==> config.mk <==
export PLATFORM = sky130hd
export DESIGN_NAME = hb_tx_scheduler
export DESIGN_NICKNAME = d
export VERILOG_FILES = /design/src/rtl/fix_session_pkg.sv /design/src/rtl/fix_idle_counter.sv /design/src/rtl/hb_tx_scheduler.sv
export SDC_FILE = /design/constraint.sdc
export NUM_CORES = 1
export LEC_CHECK = 0
export ABC_AREA = 1
export CORE_ASPECT_RATIO = 0.5
export CORE_MARGIN = 2
export CORE_UTILIZATION = 45
export CTS_CLUSTER_DIAMETER = 100
export DETAILED_ROUTE_END_ITERATION = 10
export PLACE_DENSITY_LB_ADDON = 0.2
export SLEW_MARGIN = 20
export SYNTH_ARGS = -nofsm -noshare
export SYNTH_HDL_FRONTEND = slang
export SYNTH_SLANG_ARGS = --single-unit
==> constraint.sdc <==
create_clock -name clk -period 1.6 [get_ports clk]
set_input_delay 0.24 -clock clk [delete_from_list [all_inputs] [get_ports clk]]
set_output_delay 0.24 -clock clk [all_outputs]
set_load 0.02 [all_outputs]
==> src/rtl/fix_session_pkg.sv <==
// ----------------------------------------------------------------------------
// fix_session_pkg
//   Constants and types shared by the FIX session-layer heartbeat logic
//   (TX heartbeat scheduler and the RX heartbeat-timeout counter).
//   HB_RANGE      : width of heartbeat interval / idle counters (cycles)
//   TRID_W        : width of the TestReqID(112) field
//   hb_tx_state_t : TX heartbeat scheduler states
// ----------------------------------------------------------------------------
package fix_session_pkg;

    localparam int HB_RANGE = 8;
    localparam int TRID_W   = 32;

    typedef enum logic [1:0] {
        S_OFF    = 2'd0,
        S_COUNT  = 2'd1,
        S_HB_REQ = 2'd2,
        S_TR_REQ = 2'd3
    } hb_tx_state_t;

endpackage

==> src/rtl/fix_idle_counter.sv <==
// ----------------------------------------------------------------------------
// fix_idle_counter
//   Saturating up-counter with synchronous clear and freeze, plus a ">="
//   compare against a programmable limit. A limit of zero disables the
//   compare. Shared by the TX heartbeat scheduler and RX timeout counter.
// Ports
//   clk       in  system clock
//   rst       in  synchronous active-high reset
//   clear_i   in  clear count to 0 (wins over freeze)
//   freeze_i  in  hold the count
//   limit_i   in  compare value; 0 = never reached
//   reached_o out count >= limit_i and limit_i != 0
// ----------------------------------------------------------------------------
module fix_idle_counter #(
    parameter int W = 8
) (
    input  logic         clk,
    input  logic         rst,
    input  logic         clear_i,
    input  logic         freeze_i,
    input  logic [W-1:0] limit_i,
    output logic         reached_o
);

    logic [W-1:0] count_q;
    logic [W-1:0] count_d;

    // NOTE: every signal written in always_comb gets a default first, so no
    // path leaves it unassigned and no latch is inferred.
    always_comb begin
        count_d = count_q;
        if (clear_i) begin
            count_d = '0;
        end else if (!freeze_i && (count_q != {W{1'b1}})) begin
            // Saturate at all-ones: a long idle line must never wrap back
            // below the limit and silently skip a heartbeat.
            count_d = count_q + W'(1);
        end
    end

    // NOTE: sequential state is updated with non-blocking assignments so all
    // flops sample the same pre-edge values.
    always_ff @(posedge clk) begin
        if (rst) begin
            count_q <= '0;
        end else begin
            count_q <= count_d;
        end
    end

    // Compare is >= so a limit lowered below the current count fires on the
    // next cycle instead of waiting for a wrap.
    assign reached_o = (limit_i != '0) && (count_q >= limit_i);

endmodule

==> src/rtl/hb_tx_scheduler.sv <==
// ----------------------------------------------------------------------------
// hb_tx_scheduler
//   Transmit-side FIX heartbeat scheduler. Requests a Heartbeat(0) when the
//   outbound line has been idle heartbeat_val_i cycles, answers an inbound
//   TestRequest(1) with a Heartbeat echoing its TestReqID, and on an RX
//   heartbeat timeout requests a TestRequest(1); a second timeout with no
//   inbound traffic in between flags the link dead.
// Ports
//   clk, rst          clock, synchronous active-high reset
//   enable_i          session logged on; 0 forces S_OFF and clears everything
//   heartbeat_val_i   idle interval in cycles; 0 disables periodic heartbeats
//   msg_sent_i        strobe: outbound message committed (restarts idle time)
//   test_req_i        strobe: inbound TestRequest, ID on test_req_id_i
//   rx_timeout_i      strobe: RX heartbeat timeout
//   rx_msg_i          strobe: any valid inbound message
//   req_ack_i         TX builder accepted the asserted request
//   hb_req_o          request a Heartbeat
//   hb_has_id_o       Heartbeat carries hb_id_o as TestReqID(112)
//   hb_id_o           TestReqID to echo
//   tr_req_o          request a TestRequest
//   link_dead_o       sticky: peer unresponsive
// ----------------------------------------------------------------------------
module hb_tx_scheduler #(
    parameter int HB_RANGE = fix_session_pkg::HB_RANGE,
    parameter int TRID_W   = fix_session_pkg::TRID_W
) (
    input  logic                clk,
    input  logic                rst,
    input  logic                enable_i,
    input  logic [HB_RANGE-1:0] heartbeat_val_i,
    input  logic                msg_sent_i,
    input  logic                test_req_i,
    input  logic [TRID_W-1:0]   test_req_id_i,
    input  logic                rx_timeout_i,
    input  logic                rx_msg_i,
    output logic                hb_req_o,
    output logic                hb_has_id_o,
    output logic [TRID_W-1:0]   hb_id_o,
    output logic                tr_req_o,
    input  logic                req_ack_i,
    output logic                link_dead_o
);

    import fix_session_pkg::hb_tx_state_t;
    import fix_session_pkg::S_OFF;
    import fix_session_pkg::S_COUNT;
    import fix_session_pkg::S_HB_REQ;
    import fix_session_pkg::S_TR_REQ;

    hb_tx_state_t      state_q, state_d;
    logic              id_pending_q, id_pending_d;
    logic [TRID_W-1:0] id_q, id_d;
    logic              tr_pending_q, tr_pending_d;
    logic              need_tr_q, need_tr_d;
    logic              link_dead_q, link_dead_d;
    logic              hb_req_q, hb_req_d;
    logic              hb_has_id_q, hb_has_id_d;
    logic [TRID_W-1:0] hb_id_q, hb_id_d;
    logic              tr_req_q, tr_req_d;

    logic              cnt_clear;
    logic              cnt_freeze;
    logic              cnt_reached;

    fix_idle_counter #(
        .W (HB_RANGE)
    ) u_idle_cnt (
        .clk       (clk),
        .rst       (rst),
        .clear_i   (cnt_clear),
        .freeze_i  (cnt_freeze),
        .limit_i   (heartbeat_val_i),
        .reached_o (cnt_reached)
    );

    always_comb begin
        state_d      = state_q;
        id_pending_d = id_pending_q;
        id_d         = id_q;
        tr_pending_d = tr_pending_q;
        need_tr_d    = need_tr_q;
        link_dead_d  = link_dead_q;
        hb_req_d     = hb_req_q;
        hb_has_id_d  = hb_has_id_q;
        hb_id_d      = hb_id_q;
        tr_req_d     = tr_req_q;
        cnt_clear    = 1'b0;
        // Idle time only accrues while no request is outstanding.
        cnt_freeze   = (state_q != S_COUNT);

        if (!enable_i) begin
            state_d      = S_OFF;
            id_pending_d = 1'b0;
            id_d         = '0;
            tr_pending_d = 1'b0;
            need_tr_d    = 1'b0;
            link_dead_d  = 1'b0;
            hb_req_d     = 1'b0;
            hb_has_id_d  = 1'b0;
            hb_id_d      = '0;
            tr_req_d     = 1'b0;
            cnt_clear    = 1'b1;
        end else begin
            case (state_q)
                S_OFF: begin
                    state_d   = S_COUNT;
                    cnt_clear = 1'b1;
                end
                S_COUNT: begin
                    cnt_clear = msg_sent_i;
                    // Priority: TestRequest reply > our TestRequest > periodic.
                    // Pending flags are consumed when the request is loaded;
                    // the output registers keep the ID stable until ack, and
                    // a strobe arriving during the hold queues a fresh one.
                    if (id_pending_q) begin
                        state_d      = S_HB_REQ;
                        hb_req_d     = 1'b1;
                        hb_has_id_d  = 1'b1;
                        hb_id_d      = id_q;
                        id_pending_d = 1'b0;
                    end else if (need_tr_q) begin
                        state_d   = S_TR_REQ;
                        tr_req_d  = 1'b1;
                        need_tr_d = 1'b0;
                    end else if (cnt_reached && !msg_sent_i) begin
                        // A message sent this cycle already proves liveness.
                        state_d     = S_HB_REQ;
                        hb_req_d    = 1'b1;
                        hb_has_id_d = 1'b0;
                        hb_id_d     = '0;
                    end
                end
                S_HB_REQ: begin
                    if (req_ack_i) begin
                        state_d     = S_COUNT;
                        hb_req_d    = 1'b0;
                        hb_has_id_d = 1'b0;
                        hb_id_d     = '0;
                        cnt_clear   = 1'b1;
                    end
                end
                S_TR_REQ: begin
                    if (req_ack_i) begin
                        state_d   = S_COUNT;
                        tr_req_d  = 1'b0;
                        cnt_clear = 1'b1;
                    end
                end
                default: begin
                    state_d = S_OFF;
                end
            endcase

            // Session events are tracked in every logged-on state.
            if (state_q != S_OFF) begin
                if (test_req_i) begin
                    id_pending_d = 1'b1;
                    id_d         = test_req_id_i;
                end
                if (rx_msg_i) begin
                    tr_pending_d = 1'b0;
                end
                if (rx_timeout_i) begin
                    if (tr_pending_q) begin
                        link_dead_d = 1'b1;
                    end else if (!link_dead_q) begin
                        tr_pending_d = 1'b1;
                        need_tr_d    = 1'b1;
                    end
                end
                // A dead link gets no further TestRequests.
                if (link_dead_d) begin
                    need_tr_d = 1'b0;
                end
            end
        end
    end

    always_ff @(posedge clk) begin
        if (rst) begin
            state_q      <= S_OFF;
            id_pending_q <= 1'b0;
            id_q         <= '0;
            tr_pending_q <= 1'b0;
            need_tr_q    <= 1'b0;
            link_dead_q  <= 1'b0;
            hb_req_q     <= 1'b0;
            hb_has_id_q  <= 1'b0;
            hb_id_q      <= '0;
            tr_req_q     <= 1'b0;
        end else begin
            state_q      <= state_d;
            id_pending_q <= id_pending_d;
            id_q         <= id_d;
            tr_pending_q <= tr_pending_d;
            need_tr_q    <= need_tr_d;
            link_dead_q  <= link_dead_d;
            hb_req_q     <= hb_req_d;
            hb_has_id_q  <= hb_has_id_d;
            hb_id_q      <= hb_id_d;
            tr_req_q     <= tr_req_d;
        end
    end

    assign hb_req_o    = hb_req_q;
    assign hb_has_id_o = hb_has_id_q;
    assign hb_id_o     = hb_id_q;
    assign tr_req_o    = tr_req_q;
    assign link_dead_o = link_dead_q;

endmodule

### Word-level counts from Yosys, hierarchy flattened

Index checks and enable logic that the tools add are counted.

* word-level logic and storage cells: 87
* register bits: 81
* output and inout port bits: 36

* order comparisons: 1
* bitwise gates (word level): 1
* multiplexer cells: 43
* reduce and logical (&&, ||, !) cells: 17
* add/sub/neg operators: 1
* equal/unequal tests: 13

Operator list (number)
* 32-bit 2-to-1 mux: 4
* 32-bit one-hot mux with 2 select lines: 1
* 1-bit 2-to-1 mux: 29
* 8-bit by 1-bit adder with 8-bit output (second input constant): 1
* 8-bit >= comparator: 1
* 2-bit 2-to-1 mux: 4
* 2-bit inequality test (second input constant): 4
* 8-bit inequality test (second input constant): 1
* 4-bit AND reduction: 2
* 8-bit nonzero test: 1
* 3-bit inequality test (second input constant): 2
* 1-bit one-hot mux with 2 select lines: 3
* 2-bit one-hot mux with 3 select lines: 1
* 2-bit nonzero test: 3
* 2-bit OR reduction: 3
* 2-bit equality test (second input constant): 2
* 2-bit by 1-bit inequality test with 1-bit output (second input constant): 2
* 4-bit inequality test (second input constant): 1
* 2-bit AND reduction: 2
* 1-bit logical AND: 3
* 1-bit one-hot mux with 3 select lines: 1
* 2-bit by 1-bit equality test with 1-bit output (second input constant): 1
* 1-bit zero test: 2
* 2-bit zero test: 1
* 1-bit NOT: 1

### Depth between registers and ports, before layout

Gate-level depths: netlist of run 1.

* word-level depth: 7
* depth in mapped cells: 17
* mapped depth without buffers: 16

### Hierarchy

A second synthesis of run 1 with hierarchy kept.

* cells, all modules: 442
* area total of the unflattened synthesis: 3403.3 sq um

By module, submodules not included
* hb_tx_scheduler: instances 1, cells each 340, seq. area each 1461.4 sq um, area an instance 2718.9 sq um
* fix_idle_counter: instances 1, cells each 102, seq. area each 160.2 sq um, area an instance 684.4 sq um

### Worst setup path after synthesis of run 1

No wires, ideal clock.

* path kind: register -> register
* start point: register u_idle_cnt.count_q[7]
* end point: register hb_id_q[10] (netlist: hb_id_o[10])
* stages on the path, launching flop included: 14
* data arrival time: 1514 ps
* buffers on the path: 1
* slack: -28 ps
* library setup time: 114 ps
* data required time: 1486 ps
* path through: dfxtp_1 -> ha_1 -> nand2_1 -> nor2_2 -> nand4_1 -> nand3_1 -> nand2_2 -> nand2_4 -> nand2_8 -> nand2_4 -> buf_8 -> nand2_2 -> nand2_1 -> nor2_2

* cells in the longest elaborated chain, start to end: 5

RTL lines
* start, declared: RTL line fix_idle_counter.sv:25 `logic [W-1:0] count_q;`
* start signal, assigned: RTL line fix_idle_counter.sv:47 `count_q <= count_d;`
* 8-bit >= comparator: RTL line fix_idle_counter.sv:53 `assign reached_o = (limit_i != '0) && (count_q >= limit_i);`
* 1-bit logical AND: RTL line fix_idle_counter.sv:53
* 1-bit logical AND: RTL line hb_tx_scheduler.sv:125 `end else if (cnt_reached && !msg_sent_i) begin`
* 3-bit inequality test (no source line)
* 4-bit AND reduction (no source line)
* end signal, assigned: RTL line hb_tx_scheduler.sv:200 `hb_id_q <= hb_id_d;`
* end, declared: RTL line hb_tx_scheduler.sv:58 `logic [TRID_W-1:0] hb_id_q, hb_id_d;`

No other way between the ends.
A chain may end at the register's enable or synchronous reset.

### Worst setup path in the final report of run 1

* start point: register u_idle_cnt.count_q[7]
* end point: register hb_id_q[9] (netlist: hb_id_o[9])

The elaborated chain is that of the path after synthesis.

==> results of run 1 <==
[sequential cells by signal, summed over array words and instances, names as in the netlist]
register / count
u_idle_cnt.count_q: 8
id_pending_q: 1
state_q: 2
need_tr_q: 1
hb_id_o: 32
id_q: 32
tr_pending_q: 1
hb_has_id_o: 1
link_dead_o: 1
hb_req_o: 1
tr_req_o: 1
[worst paths after layout]
path	slack [ns]	cells past startpoint	end
worst max-delay path	-0.11	12	hb_id_o[9]
worst min-delay path	0.45	2	id_q[28]
worst max register to register	-0.11	12	hb_id_o[9]
worst min register to register	0.45	2	id_q[28]
[area by class of cell]
cell class              instances  area share, %
repair buffers                126           23.4
flip-flops and latches         81           29.5
inverters                      32           2.17
well taps                     112           2.54
clock inverters                 2          0.227
multi-input cells             350           37.3
clock buffers                  13           4.89
[metal layers]
metal	GRT usage, %	up-vias	part of all wire, %
met2	35.3	54	49
met4	6.52	0	1.1
met1	23.5	1496	46
met5	0	-	0
met3	6.01	8	4.4
li1	-	1766	-
[logic make-up (layout without fill, tap and decap cells)]
group                    count (synthesis)  count (layout)  share of synthesized area [%]
AO/OA/AOI/OAI                           81              81                           12.2
XOR/XNOR                                 2               2                          0.482
adder cells (fa/ha/maj)                  9               9                           3.10
AND/OR/NAND/NOR                        258             258                           32.2
flip-flops                              81              81                           44.6
buffers and inverters                   56             173                           7.43
[Yosys cell counts (all sizes together), types with 2 or more instances]
master / instances / share of area [%]
xor2: 2 / 0.48
buf: 16 / 3.3
a21boi: 10 / 2.1
nor2: 126 / 15
dfxtp: 81 / 45
o21ai: 38 / 5.2
clkbuf: 8 / 0.83
inv: 31 / 3.2
nand3: 7 / 0.96
ha: 9 / 3.1
nand3b: 16 / 3.3
a21oi: 27 / 3.7
nand4: 3 / 0.52
nand2: 104 / 12
[worst max-delay path: cells and delay by family (launching register included)]
kind | cells | cell delay (ns)
fa+ha+maj | 1 | 0.22
flops | 1 | 0.33
simple gates | 9 | 0.76
compound gates | 1 | 0.17
buf+inv | 1 | 0.17
[repair_timing]
action / CTS / global route
gates cloned: 1 / 0
setup buffers: 5 / 3
resized for setup: 52 / 41
setup endpoints to repair: 38 / 51
pin swaps: 14 / 17
[where the power goes]
group	leakage [nW]	switching (mW)	internal (mW)	total (mW)
combinational	1.55	0.188	0.212	0.400
clock	0.138	0.766	1.17	1.93
sequential	0.658	0.0152	2.04	2.06
[stage by stage]
stage | worst slack, ns | TNS, ns | hold WS [ns] | util [%]
6_report | -0.112 | -2.12 | 0.452 | 69.8
3_3_place_gp | -0.589 | -18.42 | 0.443 | 62.3
4_1_cts | -0.143 | -3.36 | 0.458 | 68.0
2_1_floorplan | -0.00203 | -0.00813 | 0.359 | -
3_5_place_dp | -0.643 | -20.15 | 0.449 | 62.3
5_1_grt | -0.202 | -4.96 | 0.479 | 69.8
==> qor.csv, run 1 <==
metric,value,unit
routed len/inst,11.9,um
overall die height,67.6,um
Pleak,2.35,nW
hpwl dp,5700,um
Initial Utilization,46.0,%
WP data arrival,1.99,ns
total DRC errors in the routed layout,0,
filler instances,667,
Multi-input gate area,2060,um^2
post-synth net total,544,
dpl cells,694,
largest net degree at the start of global routing,30,
fin. max-slew vios,0,
vias per cell,4.64,
Yosys cell types,34,
Synth Cell Area,3640,um^2
Mean Syn Cell Area,7.47,um^2
number of synthesized flops with an enable pin,0,
synthesis-stage register bit count,81,
largest fanout on the critical path,7,
post-place instance area,4930,um^2
Design Power,4.39,mW
post-synthesis sequential area ratio,44.6,%
total number of vias,3324,
worst path required time,1.87,ns
Slew HR,80.0,%
critical path class,reg -> reg,
Synth Warn #,0,
minimum clock period,1.71,ns
VDD IR max,531,uV
register area,1630,um^2
H-tree levels,3,
Area growth syn-to-layout,51.8,%
WL final,8520,um
Crit. End Element,register,
row cnt,23,
die width,131,um
clock sinks,81,
crit-path cells,"ha_4, a21o_1, nor2_1, nand3_1, nand2_2, nand2_4, nand2_8, nand2_8, buf_12, nand2_4, nand2_2, nor2_2",
most frequent cells in the layout,"nor2_1, dfxtp_1, nand2_1",
top_reg_cell synth,dfxtp_1,
TritonCTS clock tree,done,
io pins,84,
"most common cell after layout, fill and taps aside",nor2_1,
violated checks,setup timing,
antenna violations before repair,0,
PnR worst setup slack,-0.112,ns
maximum clock path buffer count,2,
Worst-path clk slew,0.06,ns
DRT iter0 DRCs,160,
Antenna Violating Nets Remaining,0,
Buffers on Ports,83,
drt pass-1 iters,4,
fin nets,657,
HP Class,reg -> reg,
Hold Buf Count CTS,0,
Layout Cells excl Fill,716,
# diodes,0,
status,"finished, violations left",
Final period util,107,%
Worst-Skew Late Latency,0.33,ns
unrepaired setup endpoints after global routing,true,
full die area,8860,um^2
power per standard cell area,795,nW/um^2
Max Cap Violations,0,
Cells after Synth,487,
core area,7910,um^2
first-pass GRT wire length,13900,um
GRT Util Overall,19.8,%
gr ovfl total,0,
vias in the first global route,3026,
Fmax achieved,0.584,GHz
gpl congestion,0.820,
share of cells above drive strength 1,25.8,%
Final setup viols,33,
total CTS buffers,9,
Fin. Hold Viols,0,
"slowest stage cell, crit path",dfxtp_2,
slew at the pin closest to its max-slew limit,0.299,ns
Post-synth ARST share,0,%
CP Launch Type,register,
max incr delay on CP,0.33,ns
RR Startpoint,u_idle_cnt.count_q[7],
final setup skew,0.00465,ns
Finished Cell Area,5520,um^2
CP Launch Point,u_idle_cnt.count_q[7],
startpoint of the worst hold path,id_q[28],
clock root buffer,clkbuf_16,
Note: power is estimated with default switching activity, not from simulation.
==> run 2, diff against run 1 <==
--- a/config.mk
+++ b/config.mk
@@ -12,7 +12,6 @@
 export CTS_CLUSTER_DIAMETER = 100
 export DETAILED_ROUTE_END_ITERATION = 10
 export PLACE_DENSITY_LB_ADDON = 0.2
-export SLEW_MARGIN = 20
 export SYNTH_ARGS = -nofsm -noshare
 export SYNTH_HDL_FRONTEND = slang
 export SYNTH_SLANG_ARGS = --single-unit
==> results of run 2 <==
No change in the layout: final DEF, timing and power equal those of run 1.
